==> config.mk <==
export PLATFORM = sky130hd
export DESIGN_NAME = mic1_mem_ctrl_flat
export DESIGN_NICKNAME = d
export VERILOG_FILES = /design/src/rtl/mic1_mem_ctrl_if.sv /design/src/rtl/mic1_mem_ctrl.sv /design/src/flat_wrapper.sv
export SDC_FILE = /design/constraint.sdc
export NUM_CORES = 1
export LEC_CHECK = 0
export CORE_MARGIN = 4
export CORE_UTILIZATION = 35
export DETAILED_ROUTE_END_ITERATION = 6
export GPL_TIMING_DRIVEN = 1
export PLACE_DENSITY = 0.72
export RECOVER_POWER = 100
export SKIP_LAST_GASP = 1
export SLEW_MARGIN = 20
export SYNTH_ARGS = -nofsm -noshare
export SYNTH_HDL_FRONTEND = slang
export SYNTH_SLANG_ARGS = --single-unit
==> constraint.sdc <==
create_clock -name clk -period 1.79 [get_ports clk]
set_input_delay 0.358 -clock clk [delete_from_list [all_inputs] [get_ports clk]]
set_output_delay 0.358 -clock clk [all_outputs]
set_load 0.02 [all_outputs]
==> src/rtl/mic1_mem_ctrl_if.sv <==
// MIC-1 memory request/response bus between the datapath and mic1_mem_ctrl.
// The master issues strobes and addresses; the slave returns data and status.
interface mic1_mem_ctrl_if;
    logic        mem_read;
    logic        mem_write;
    logic        mem_fetch;
    logic [31:0] mem_addr;
    logic [31:0] mem_wdata;
    logic [31:0] mem_addr_instr;
    logic [31:0] mem_rdata;
    logic [7:0]  mem_rd_instr;
    logic        busy;
    logic        done;
    logic        err;

    modport master (
        output mem_read,
        output mem_write,
        output mem_fetch,
        output mem_addr,
        output mem_wdata,
        output mem_addr_instr,
        input  mem_rdata,
        input  mem_rd_instr,
        input  busy,
        input  done,
        input  err
    );

    modport slave (
        input  mem_read,
        input  mem_write,
        input  mem_fetch,
        input  mem_addr,
        input  mem_wdata,
        input  mem_addr_instr,
        output mem_rdata,
        output mem_rd_instr,
        output busy,
        output done,
        output err
    );
endinterface

==> src/rtl/mic1_mem_ctrl.sv <==
// MIC-1 data/instruction memory controller in front of a single-port sync RAM.
// Define MIC1_FETCH_BUF_EN to add a one-word instruction fetch buffer.
module mic1_mem_ctrl #(
    parameter int ADDR_W = 14
) (
    input  logic              clk,
    input  logic              resetn,
    mic1_mem_ctrl_if.slave    bus,
    output logic              ram_en,
    output logic              ram_we,
    output logic [ADDR_W-1:0] ram_addr,
    output logic [31:0]       ram_wdata,
    input  logic [31:0]       ram_rdata
);

    typedef enum logic [2:0] {
        S_IDLE,
        S_DATA,
        S_FETCH,
        S_WAIT,
        S_RESP
    } state_t;

    state_t            state_q, state_d;
    logic              rd_q, rd_d;
    logic              wr_q, wr_d;
    logic              fe_q, fe_d;
    logic [ADDR_W-1:0] addr_q, addr_d;
    logic [31:0]       wdata_q, wdata_d;
    logic [ADDR_W+1:0] ai_q, ai_d;
    logic              cap_rd_q, cap_rd_d;
    logic              cap_fe_q, cap_fe_d;
    logic [31:0]       mem_rdata_q, mem_rdata_d;
    logic [7:0]        mem_rd_instr_q, mem_rd_instr_d;
    logic              busy_q, busy_d;
    logic              done_q, done_d;
    logic              err_q, err_d;
    logic              ram_en_q, ram_en_d;
    logic              ram_we_q, ram_we_d;
    logic [ADDR_W-1:0] ram_addr_q, ram_addr_d;
    logic [31:0]       ram_wdata_q, ram_wdata_d;
    logic              any_stb;
    logic              hit;
`ifdef MIC1_FETCH_BUF_EN
    logic [31:0]       buf_data_q, buf_data_d;
    logic [ADDR_W-1:0] buf_tag_q, buf_tag_d;
    logic              buf_vld_q, buf_vld_d;
    logic              wr_inval;
`endif

    function automatic logic [7:0] sel_byte(
        input logic [31:0] w,
        input logic [1:0]  b
    );
        logic [7:0] r;
        unique case (b)
            2'd0: r = w[31:24];
            2'd1: r = w[23:16];
            2'd2: r = w[15:8];
            2'd3: r = w[7:0];
        endcase
        return r;
    endfunction

    assign any_stb = bus.mem_read | bus.mem_write | bus.mem_fetch;

    always_comb begin
        state_d        = state_q;
        rd_d           = rd_q;
        wr_d           = wr_q;
        fe_d           = fe_q;
        addr_d         = addr_q;
        wdata_d        = wdata_q;
        ai_d           = ai_q;
        cap_rd_d       = 1'b0;
        cap_fe_d       = 1'b0;
        ram_en_d       = 1'b0;
        ram_we_d       = 1'b0;
        ram_addr_d     = ram_addr_q;
        ram_wdata_d    = ram_wdata_q;
        err_d          = err_q | ((state_q != S_IDLE) & any_stb);
        mem_rdata_d    = cap_rd_q ? ram_rdata : mem_rdata_q;
        mem_rd_instr_d = cap_fe_q ? sel_byte(ram_rdata, ai_q[1:0])
                                  : mem_rd_instr_q;
`ifdef MIC1_FETCH_BUF_EN
        buf_data_d = buf_data_q;
        buf_tag_d  = buf_tag_q;
        buf_vld_d  = buf_vld_q;
        // A write to the buffered word must not be shadowed by a stale hit.
        wr_inval   = bus.mem_write
                   & (bus.mem_addr[ADDR_W-1:0] == buf_tag_q);
        hit        = bus.mem_fetch & buf_vld_q & ~wr_inval
                   & (bus.mem_addr_instr[ADDR_W+1:2] == buf_tag_q);
        if (cap_fe_q) begin
            buf_data_d = ram_rdata;
            buf_tag_d  = ai_q[ADDR_W+1:2];
            buf_vld_d  = 1'b1;
        end
`else
        hit = 1'b0;
`endif

        unique case (state_q)
            S_IDLE: begin
                if (any_stb) begin
                    rd_d    = bus.mem_read & ~bus.mem_write;
                    wr_d    = bus.mem_write;
                    fe_d    = bus.mem_fetch & ~hit;
                    addr_d  = bus.mem_addr[ADDR_W-1:0];
                    wdata_d = bus.mem_wdata;
                    ai_d    = bus.mem_addr_instr[ADDR_W+1:0];
`ifdef MIC1_FETCH_BUF_EN
                    if (wr_inval) begin
                        buf_vld_d = 1'b0;
                    end
                    if (hit) begin
                        mem_rd_instr_d = sel_byte(buf_data_q,
                                                  bus.mem_addr_instr[1:0]);
                    end
`endif
                    if (bus.mem_read | bus.mem_write) begin
                        state_d = S_DATA;
                    end else if (fe_d) begin
                        state_d = S_FETCH;
                    end else begin
                        state_d = S_RESP;
                    end
                end
            end
            S_DATA: begin
                cap_rd_d = rd_q;
                state_d  = fe_q ? S_FETCH : S_WAIT;
            end
            S_FETCH: begin
                cap_fe_d = 1'b1;
                state_d  = S_WAIT;
            end
            S_WAIT: state_d = S_RESP;
            S_RESP: state_d = S_IDLE;
            default: state_d = S_IDLE;
        endcase

        // Outputs are registered, so they are decoded from the next state.
        unique case (state_d)
            S_DATA: begin
                ram_en_d    = 1'b1;
                ram_we_d    = wr_d;
                ram_addr_d  = addr_d;
                ram_wdata_d = wdata_d;
            end
            S_FETCH: begin
                ram_en_d   = 1'b1;
                ram_addr_d = ai_d[ADDR_W+1:2];
            end
            default: ;
        endcase
        busy_d = (state_d != S_IDLE);
        done_d = (state_d == S_RESP);
    end

    always_ff @(posedge clk) begin
        if (!resetn) begin
            state_q        <= S_IDLE;
            rd_q           <= 1'b0;
            wr_q           <= 1'b0;
            fe_q           <= 1'b0;
            addr_q         <= '0;
            wdata_q        <= '0;
            ai_q           <= '0;
            cap_rd_q       <= 1'b0;
            cap_fe_q       <= 1'b0;
            mem_rdata_q    <= '0;
            mem_rd_instr_q <= '0;
            busy_q         <= 1'b0;
            done_q         <= 1'b0;
            err_q          <= 1'b0;
            ram_en_q       <= 1'b0;
            ram_we_q       <= 1'b0;
            ram_addr_q     <= '0;
            ram_wdata_q    <= '0;
`ifdef MIC1_FETCH_BUF_EN
            buf_data_q     <= '0;
            buf_tag_q      <= '0;
            buf_vld_q      <= 1'b0;
`endif
        end else begin
            state_q        <= state_d;
            rd_q           <= rd_d;
            wr_q           <= wr_d;
            fe_q           <= fe_d;
            addr_q         <= addr_d;
            wdata_q        <= wdata_d;
            ai_q           <= ai_d;
            cap_rd_q       <= cap_rd_d;
            cap_fe_q       <= cap_fe_d;
            mem_rdata_q    <= mem_rdata_d;
            mem_rd_instr_q <= mem_rd_instr_d;
            busy_q         <= busy_d;
            done_q         <= done_d;
            err_q          <= err_d;
            ram_en_q       <= ram_en_d;
            ram_we_q       <= ram_we_d;
            ram_addr_q     <= ram_addr_d;
            ram_wdata_q    <= ram_wdata_d;
`ifdef MIC1_FETCH_BUF_EN
            buf_data_q     <= buf_data_d;
            buf_tag_q      <= buf_tag_d;
            buf_vld_q      <= buf_vld_d;
`endif
        end
    end

    assign bus.mem_rdata    = mem_rdata_q;
    assign bus.mem_rd_instr = mem_rd_instr_q;
    assign bus.busy         = busy_q;
    assign bus.done         = done_q;
    assign bus.err          = err_q;
    assign ram_en           = ram_en_q;
    assign ram_we           = ram_we_q;
    assign ram_addr         = ram_addr_q;
    assign ram_wdata        = ram_wdata_q;

endmodule
==> src/flat_wrapper.sv <==
// flat-port wrapper written by rule: the top's interface ports become plain ports
module mic1_mem_ctrl_flat 
#(
    parameter int ADDR_W = 14
)
  (clk, resetn, ram_en, ram_we, ram_addr, ram_wdata, ram_rdata, bus_mem_read, bus_mem_write, bus_mem_fetch, bus_mem_addr, bus_mem_wdata, bus_mem_addr_instr, bus_mem_rdata, bus_mem_rd_instr, bus_busy, bus_done, bus_err);
  mic1_mem_ctrl_if bus_i ();
  input  logic clk;
  input  logic resetn;
  output logic ram_en;
  output logic ram_we;
  output logic [ADDR_W-1:0] ram_addr;
  output logic [31:0] ram_wdata;
  input  logic [31:0] ram_rdata;
  input wire logic [$bits(bus_i.mem_read)-1:0] bus_mem_read;
  input wire logic [$bits(bus_i.mem_write)-1:0] bus_mem_write;
  input wire logic [$bits(bus_i.mem_fetch)-1:0] bus_mem_fetch;
  input wire logic [$bits(bus_i.mem_addr)-1:0] bus_mem_addr;
  input wire logic [$bits(bus_i.mem_wdata)-1:0] bus_mem_wdata;
  input wire logic [$bits(bus_i.mem_addr_instr)-1:0] bus_mem_addr_instr;
  output wire logic [$bits(bus_i.mem_rdata)-1:0] bus_mem_rdata;
  output wire logic [$bits(bus_i.mem_rd_instr)-1:0] bus_mem_rd_instr;
  output wire logic [$bits(bus_i.busy)-1:0] bus_busy;
  output wire logic [$bits(bus_i.done)-1:0] bus_done;
  output wire logic [$bits(bus_i.err)-1:0] bus_err;
  assign bus_i.mem_read = bus_mem_read;
  assign bus_i.mem_write = bus_mem_write;
  assign bus_i.mem_fetch = bus_mem_fetch;
  assign bus_i.mem_addr = bus_mem_addr;
  assign bus_i.mem_wdata = bus_mem_wdata;
  assign bus_i.mem_addr_instr = bus_mem_addr_instr;
  assign bus_mem_rdata = bus_i.mem_rdata;
  assign bus_mem_rd_instr = bus_i.mem_rd_instr;
  assign bus_busy = bus_i.busy;
  assign bus_done = bus_i.done;
  assign bus_err = bus_i.err;
  mic1_mem_ctrl #(.ADDR_W(ADDR_W)) u_core (.clk(clk), .resetn(resetn), .bus(bus_i), .ram_en(ram_en), .ram_we(ram_we), .ram_addr(ram_addr), .ram_wdata(ram_wdata), .ram_rdata(ram_rdata));
endmodule
; Word level (Yosys, flattened, before mapping)
; Cells that the tools add are included.
[word_totals]
in_bits = 133
ff_bits = 161
elab_cells = 60
out_inout_bits = 91
[op_classes]
bitwise_logic = 6
reduce_logical = 9
mux = 17
n_eq_ne = 9
[op_table]
columns = cell, count
row1 = 32-bit 2-to-1 mux, 2
row2 = 16-bit 2-to-1 mux, 2
row3 = 8-bit case mux with 4 select lines, 1
row4 = 14-bit 2-to-1 mux, 2
row5 = 14-bit case mux with 2 select lines, 1
row6 = 3-bit case mux with 4 select lines, 1
row7 = 3-bit by 2-bit == test with 1-bit output (second input constant), 3
row8 = 3-bit 2-to-1 mux, 3
row9 = 3-bit by 1-bit == test with 1-bit output (second input constant), 2
row10 = 2-bit AND reduction, 3
row11 = 3-bit nonzero test, 2
row12 = 1-bit 2-to-1 mux, 5
row13 = 2-bit == test (second input constant), 2
row14 = 3-bit == test (second input constant), 1
row15 = 3-bit logical NOT, 1
row16 = 1-bit OR, 3
row17 = 1-bit AND, 2
row18 = 2-bit by 1-bit == test with 1-bit output (second input constant), 1
row19 = 2-bit logical NOT, 1
row20 = 2-bit nonzero test, 1
row21 = 2-bit OR reduction, 1
row22 = 1-bit NOT, 1

; Logic depth before layout (Yosys ltp)
; Gate-level depths: netlist of run 1.
[depth]
word_depth = 7
depth_mapped = 7
ltp_nobuf = 4

; Worst setup path before layout of run 1
; Ideal clock, no wire load.
[synth_timing]
kind = input to register
from = input bus_mem_fetch
to = register u_core.ram_addr_q[10], in the netlist u_core.ram_addr[10]
cell_stages = 6
setup_time_ps = 134
path_buffers = 2
slack_ps = 198
required_time_ps = 1656
t_arrival_ps = 1458
path_cell_list = or3_1 > nand2_1 > buf_4 > buf_6 > mux2i_1 > o221ai_1
[synth_between]
elab_chain_len = 6
word_cells_on_any_way = 13
classes_between = eq/ne: 2 / mux: 9 / bitwise: 1 / reduce/logical: 1
[synth_rtl]
columns = item, line
row1 = start: declaration, flat_wrapper.sv:17  ; input wire logic [$bits(bus_i.mem_fetch)-1:0] bus_mem_fetch;
row2 = 3-bit 2-to-1 mux, mic1_mem_ctrl.sv:123  ; end else if (fe_d) begin
row3 = 3-bit 2-to-1 mux, mic1_mem_ctrl.sv:121  ; if (bus.mem_read | bus.mem_write) begin
row4 = 3-bit 2-to-1 mux, mic1_mem_ctrl.sv:105  ; if (any_stb) begin
row5 = 3-bit case mux with 4 select lines, mic1_mem_ctrl.sv:103  ; unique case (state_q)
row6 = 3-bit by 2-bit == test with 1-bit output / 3-bit by 1-bit == test with 1-bit output (equally long branches), mic1_mem_ctrl.sv:144  ; unique case (state_d)
row7 = 14-bit case mux with 2 select lines / 2-bit nonzero test (equally long branches), n/a
row8 = end signal: assignment, mic1_mem_ctrl.sv:203  ; ram_addr_q <= ram_addr_d;
row9 = end: declaration, mic1_mem_ctrl.sv:40  ; logic [ADDR_W-1:0] ram_addr_q, ram_addr_d;
; Several ways; a longest one is shown, not always the timed one.
; A chain may end at the register's enable or synchronous reset.

; Final worst setup path of run 1
[layout_timing]
from = register u_core.ram_addr_q[9], in the netlist u_core.ram_addr[9]
to = output ram_addr[9]
[layout_lines]
columns = item, line
row1 = end: declaration, flat_wrapper.sv:12  ; output logic [ADDR_W-1:0] ram_addr;
; No word-level cell between the ends.

==> qor.yml, run 1 <==
critical_path:
  crit_arrival_ps: 1390
  critPathMaxFanout: 2
  r2r_cells: 6
  crit_type: "flip-flop to output port"
  worst_setup_path_start_kind: "flip-flop"
  end_kind: "output port"
  critical_path_cell_count: 1
  crit_chain: "clkdlybuf4s50_1"
  crit_start: "u_core.ram_addr[9]$_SDFFE_PN0P_"
  reg2reg_from: "u_core.state_q[1]$_SDFF_PN0_"
  crit_family: "buffers and inverters"
  slowest_stage: "clkdlybuf4s50_1"
  crit_required_ps: 1430
  cp_slowest_stage_delay_ps: 620
  path_buf_inv: 1
detailed_routing:
  first_iter_violations: 130
  avgViaCountPerCell: 4.829
  wl_per_cell_um: 15.47
  route.detailed.drc: 0
  vias: 3849
  ant_nets: 0
  first_pass_iters: 4
  wirelength_um: 12330
finish:
  fill_cells: 1028
  layout.cells.non_filler: 797
  regArea_sq_mm: 0.002283
  nets: 772
  area_growth_pct: 61.70
  fin_area_sq_mm: 0.006968
  multi_input_area_sq_mm: 0.001777
  drive_gt1_frac: 0.09231
  diodes: 0
grt:
  grtUsageTotal: 0.1735
  grt_pass1_vias: 3991
  grt_remaining_overflow: 0
  grt_pass1_wl_um: 19620
  antenna_found_initial: 0
  grt_max_degree: 53
synth:
  synth.most_common_cell: "dfxtp_1"
  yosysTopAreaCellShare: 0.5296
  yosysTopAreaCell: "dfxtp_1"
  yosysUniqueCellTypes: 35
  synth_top_flop_cell: "dfxtp_1"
  syn_inst: 452
  synth.cell_area_sq_mm: 0.004309
  postSynth.asyncResetShare: 0
  yosys_warnings: 0
  syn_nets: 585
  ys_seq_elements: 114
  ys_top_cells_by_count: "dfxtp_1 (114), nand2_1 (84), nor2_1 (62)"
  avgSynthCellArea_sq_um: 9.533
  synth_edf_count: 0
  synth_area_leaders: "dfxtp_1 (53%), mux2i_1 (13%), nand2_1 (7.3%)"
  ys_seq_area_frac: 0.5296
timing:
  finalCritPeriodShare: 0.9762
  setup_viol: 0
  max_slew_margin: 0.6163
  grt_setup_unrepaired: "no"
  fin_skew_ps: 13.76
  hold_violations: 0
  fin_setup_tns_ps: 0
  hold_ws_ps: 453.4
  drv_slew: 0
  clock.fmax_mhz: 572.3
  worst_pin_slew_ps: 574.7
  layout_min_cycle_time_ps: 1747
power_and_ir_drop:
  switching_share: 0.2539
  seq_power_share: 0.375
  power_density_mw_per_mm2: 1109
  p_clk_frac: 0.424
  intPower_mw: 5.766
  power_frac_comb: 0.201
  peakVddDrop_mv: 0.6557
  p_sw_mw: 1.962
  p_leak_nw: 2.618
clock_tree:
  root_buffer: "clkbuf_16"
  clk_pin_slew_worst_paths_ps: 50
  cts_max_path_buffers: 2
  htree_levels: 4
  cts_buffers: 17
  cts_sinks: 114
  tritoncts: "yes"
  post_cts_resized: 0
  clk_latency_ps: 410
status:
  status: "finished, final reports clean"
floorplanning:
  ioPinCount: 224
  die-area_sq_mm: 0.01415
  start_util: 0.3588
  die_width_um: 119.0
  die_h_um: 119.0
  fp.coreArea_sq_mm: 0.01201
  rows: 40
hold_path:
  hp-start: "u_core.ram_wdata[5]$_SDFFE_PN0N_"
  min_path_type: "flip-flop to flip-flop"
  hold_depth: 2
place:
  post_dp_cell_area_sq_mm: 0.006376
  gp_congestion: 0.8405
  io_buffer_count: 189
  dp.cells: 766
  dp_hpwl_um: 9060
run:
  drv_cap: 0
## metrics by stage
stage	util	setup slack (ps)	power [mW]
after floorplan	-	198.2	3.775
after global placement	0.5308	-254.3	4.464
after detailed placement	0.5308	-314.6	4.507
after CTS	0.5792	21.01	7.809
after global routing	0.5801	7.868	8.057
final	0.5801	42.65	7.728
## layout by cell type (no fill, tap or decap), types with 2 or more instances in the layout
master / n
clkinv_2: 3
nand2_1: 84
nor2_1: 63
clkdlybuf4s50_1: 188
clkbuf_16: 17
dfxtp_1: 113
inv_1: 16
and3_1: 2
mux4_2: 8
bufinv_16: 2
a21oi_1: 37
nor3_1: 2
o221ai_1: 14
mux2i_1: 54
clkbuf_1: 4
nor3_4: 2
buf_12: 5
clkbuf_8: 5
buf_4: 10
## final timing paths
check / end / slack (ps)
worst max-delay path: ram_addr[9] / 40
worst min register to register: u_core.ram_wdata[5]$_SDFFE_PN0N_ / 450
worst min-delay path: u_core.ram_wdata[5]$_SDFFE_PN0N_ / 450
worst max register to register: u_core.ram_addr[3]$_SDFFE_PN0P_ / 190
## per-layer routing
| metal | wire length (um) | vias to the layer above | part of all wire | global-route usage |
|---|---|---|---|---|
| met5 | 0 | - | 0 | 0 |
| met4 | 357 | 0 | 0.029 | 0.08038 |
| met1 | 5036 | 1809 | 0.41 | 0.1943 |
| met2 | 6261 | 120 | 0.51 | 0.3012 |
| met3 | 671 | 28 | 0.054 | 0.05318 |
| li1 | - | 1892 | - | - |
## state kept, by name (all words and copies together) (netlist names)
register	count
u_core.ram_we	1
u_core.bus.mem_rd_instr	8
u_core.cap_fe_q	1
u_core.ram_addr	14
u_core.bus.err	1
u_core.ram_wdata	32
u_core.ai_q	16
u_core.fe_q	1
u_core.bus.busy	1
u_core.bus.done	1
u_core.ram_en	1
u_core.cap_rd_q	1
u_core.rd_q	1
u_core.state_q	3
u_core.bus.mem_rdata	32
## kinds of logic (layout without fill, tap and decap cells)
family	after synthesis	count (layout)	share of synthesized area
AND/OR/NAND/NOR	163	163	0.1606
flip-flops	114	114	0.5296
AO/OA/AOI/OAI	58	58	0.08420
buffers and inverters	55	253	0.05836
multiplexers	62	62	0.1672
## final cells by class
type	count	share of cell area
clock buffer	25	0.07254
sequential	114	0.3277
timing repair buffer	207	0.2990
clock inverter	5	0.01077
multi-input combinational	283	0.2550
inverter	16	0.008619
tap	147	0.02640
## power by group through the flow
stage          Combinational [mW]  Sequential, mW  Clock (mW)
2_1_floorplan               0.680            3.10           0
3_3_place_gp                 1.53            2.94           0
3_5_place_dp                 1.56            2.95           0
4_1_cts                      1.56            2.90        3.34
5_1_grt                      1.67            2.92        3.47
6_report                     1.55            2.90        3.27
## what timing repair did
| item | 4_1_cts | 5_1_grt |
|---|---|---|
| setup buffers | 0 | 1 |
| hold buffers | 0 | 0 |
| hold endpoints to repair | 0 | 0 |
| setup endpoints to repair | 0 | 14 |
No activity file was read; power rests on OpenSTA's default activity.
==> run 2, diff against run 1 <==
--- a/config.mk
+++ b/config.mk
@@ -8,11 +8,11 @@
 export CORE_MARGIN = 4
 export CORE_UTILIZATION = 35
 export DETAILED_ROUTE_END_ITERATION = 6
+export DONT_BUFFER_PORTS = 1
 export GPL_TIMING_DRIVEN = 1
-export PLACE_DENSITY = 0.72
 export RECOVER_POWER = 100
 export SKIP_LAST_GASP = 1
-export SLEW_MARGIN = 20
+export SLEW_MARGIN = 5
 export SYNTH_ARGS = -nofsm -noshare
 export SYNTH_HDL_FRONTEND = slang
 export SYNTH_SLANG_ARGS = --single-unit
==> run 2 against run 1 <==
Effect of this change:
- register-to-register slack improved by 30 ps
- cell count is 24% lower
- first-iteration DRC count shrank 27%
- worst setup slack improved by 180 ps
- clock skew decreased by 5.5 ps
- largest cell class unchanged
- critical endpoint is now u_core.ram_addr[0]$_SDFFE_PN0P_
- sequential share of layout area is 13 points higher
- clock-buffer cell count decreased by 2
- largest power group unchanged
- die area unchanged
==> qor.yml, run 2 (same netlist as run 1, synthesis figures left out) <==
floorplanning:
  fp.coreArea_sq_mm: 0.01201
  die_width_um: 119.0
  die-area_sq_mm: 0.01415
  start_util: 0.3588
  die_h_um: 119.0
  rows: 40
  ioPinCount: 224
critical_path:
  crit_arrival_ps: 1830
  reg2reg_from: "u_core.state_q[0]$_SDFF_PN0_"
  crit_type: "flip-flop to flip-flop"
  critPathMaxFanout: 14
  worst_setup_path_start_kind: "flip-flop"
  regToRegSetupSlack_ps: 220
  r2r_cells: 4
  end_kind: "flip-flop"
  r2r-end: "u_core.ram_addr[0]$_SDFFE_PN0P_"
  crit_required_ps: 2060
grt:
  grt_remaining_overflow: 0
  antenna_found_initial: 0
  grt_pass1_vias: 2983
  grt_max_degree: 51
  grtUsageTotal: 0.1473
  grt_pass1_wl_um: 16220
finish:
  fin_util: 0.4190
  fill_cells: 1185
  layout.cells.non_filler: 603
  fin_area_sq_mm: 0.005032
  drive_gt1_frac: 0.1228
  area_growth_pct: 16.78
  layout_commonest_cell: "dfxtp_1"
  nets: 576
  diodes: 0
  layout_common_cells: "dfxtp_1 (114), nand2_1 (84), nor2_1 (63)"
timing:
  max_slew_margin: 0.3546
  drv_slew: 0
  hold_violations: 0
  grt_setup_unrepaired: "no"
  finalCritPeriodShare: 0.8753
  fin_setup_tns_ps: 0
  setup_viol: 0
  clock.fmax_mhz: 638.2
  worst_pin_slew_ps: 968.1
  fin_skew_ps: 8.298
  layout_min_cycle_time_ps: 1567
clock_tree:
  cts_setup_buffers: 0
  cts_buffers: 17
  tritoncts: "yes"
  cts_sinks: 114
  clk_latency_ps: 400
  root_buffer: "clkbuf_16"
  htree_levels: 4
  post_cts_resized: 0
  cts_max_path_buffers: 2
  ctsHoldBuffers: 0
  clk_pin_slew_worst_paths_ps: 50
power_and_ir_drop:
  peakVddDrop_mv: 0.6766
  power_density_mw_per_mm2: 1457
  power_mw: 7.331
  p_leak_nw: 1.884
detailed_routing:
  first_iter_violations: 95
  wl_per_cell_um: 17.05
  ant_nets: 0
  route.detailed.drc: 0
  wirelength_um: 10280
  first_pass_iters: 4
  avgViaCountPerCell: 5.096
  vias: 3073
place:
  io_buffer_count: 0
  gp_congestion: 0.7526
  post_dp_cell_area_sq_mm: 0.004439
  dp_hpwl_um: 7399
  dp.cells: 571
hold_path:
  hp-start: "bus_mem_addr[9]"
  hold_depth: 2
  hold_end: "u_core.ram_addr[9]$_SDFFE_PN0P_"
  min_path_type: "primary input to flip-flop"
status:
  status: "finished, final reports clean"
run:
  drv_cap: 0
==> run 2: cell count changes in the layout (fill, tap and decap cells not counted), sizes merged <==
cell,before,now
clkbuf,28,25
clkdlybuf4s50,188,0
clkinvlp,0,3
buf,15,9
dlygate4sd3,1,0
bufinv,2,3
==> run 2: worst max-delay path by stage <==
stage,endpoint,cells after the start,from
6_report,u_core.ram_addr[0]$_SDFFE_PN0P_,4,u_core.state_q[0]$_SDFF_PN0_
5_1_grt,u_core.bus.mem_rdata[10]$_SDFFE_PN0P_,3,u_core.cap_rd_q$_SDFF_PN0_
4_1_cts,u_core.ram_wdata[27]$_SDFFE_PN0N_,5,u_core.state_q[0]$_SDFF_PN0_
3_5_place_dp,u_core.ram_wdata[30]$_SDFFE_PN0N_,3,bus_mem_write
3_3_place_gp,u_core.ram_wdata[26]$_SDFFE_PN0N_,3,bus_mem_write
2_1_floorplan,u_core.ram_addr[10]$_SDFFE_PN0P_,6,bus_mem_fetch
==> run 2: cell type report <==
cell class / instances / area [sq um] / area share
flip-flops and latches: 114 / 2282 / 0.4535
multi-input cells: 283 / 1779 / 0.3536
clock buffers: 23 / 488.0 / 0.09697
well taps: 147 / 183.9 / 0.03655
clock inverters: 9 / 127.6 / 0.02536
repair buffers: 11 / 111.4 / 0.02213
inverters: 16 / 60.06 / 0.01193
==> run 2: routing by layer <==
layer	up-vias	part of all wire	routed length, um	track usage
met5	-	0	0	0
met1	1427	0.40	4068	0.1613
met2	133	0.48	4919	0.2327
li1	1494	-	-	-
met4	0	0.020	203	0.06879
met3	19	0.11	1088	0.08120
==> run 2: worst max-delay path: stages, from the launching register on <==
cell	delay (ps)
dfxtp_1	540
nor2_1	140
a211o_1	300
nand2_2	260
o221ai_1	180
==> run 2: power by group <==
group | leakage [nW] | internal (mW) | switching, mW
combinational | 0.657 | 0.333 | 0.426
clock | 0.295 | 2.33 | 1.12
sequential | 0.931 | 2.76 | 0.363
==> run 2: through the flow <==
stage	worst slack, ps	hold WS (ps)
after global routing	93.73	49.46
after detailed placement	34.71	448.1
after global placement	137.4	457.3
after CTS	137.3	45.59
after floorplan	198.2	447.1
final	223.1	68.63
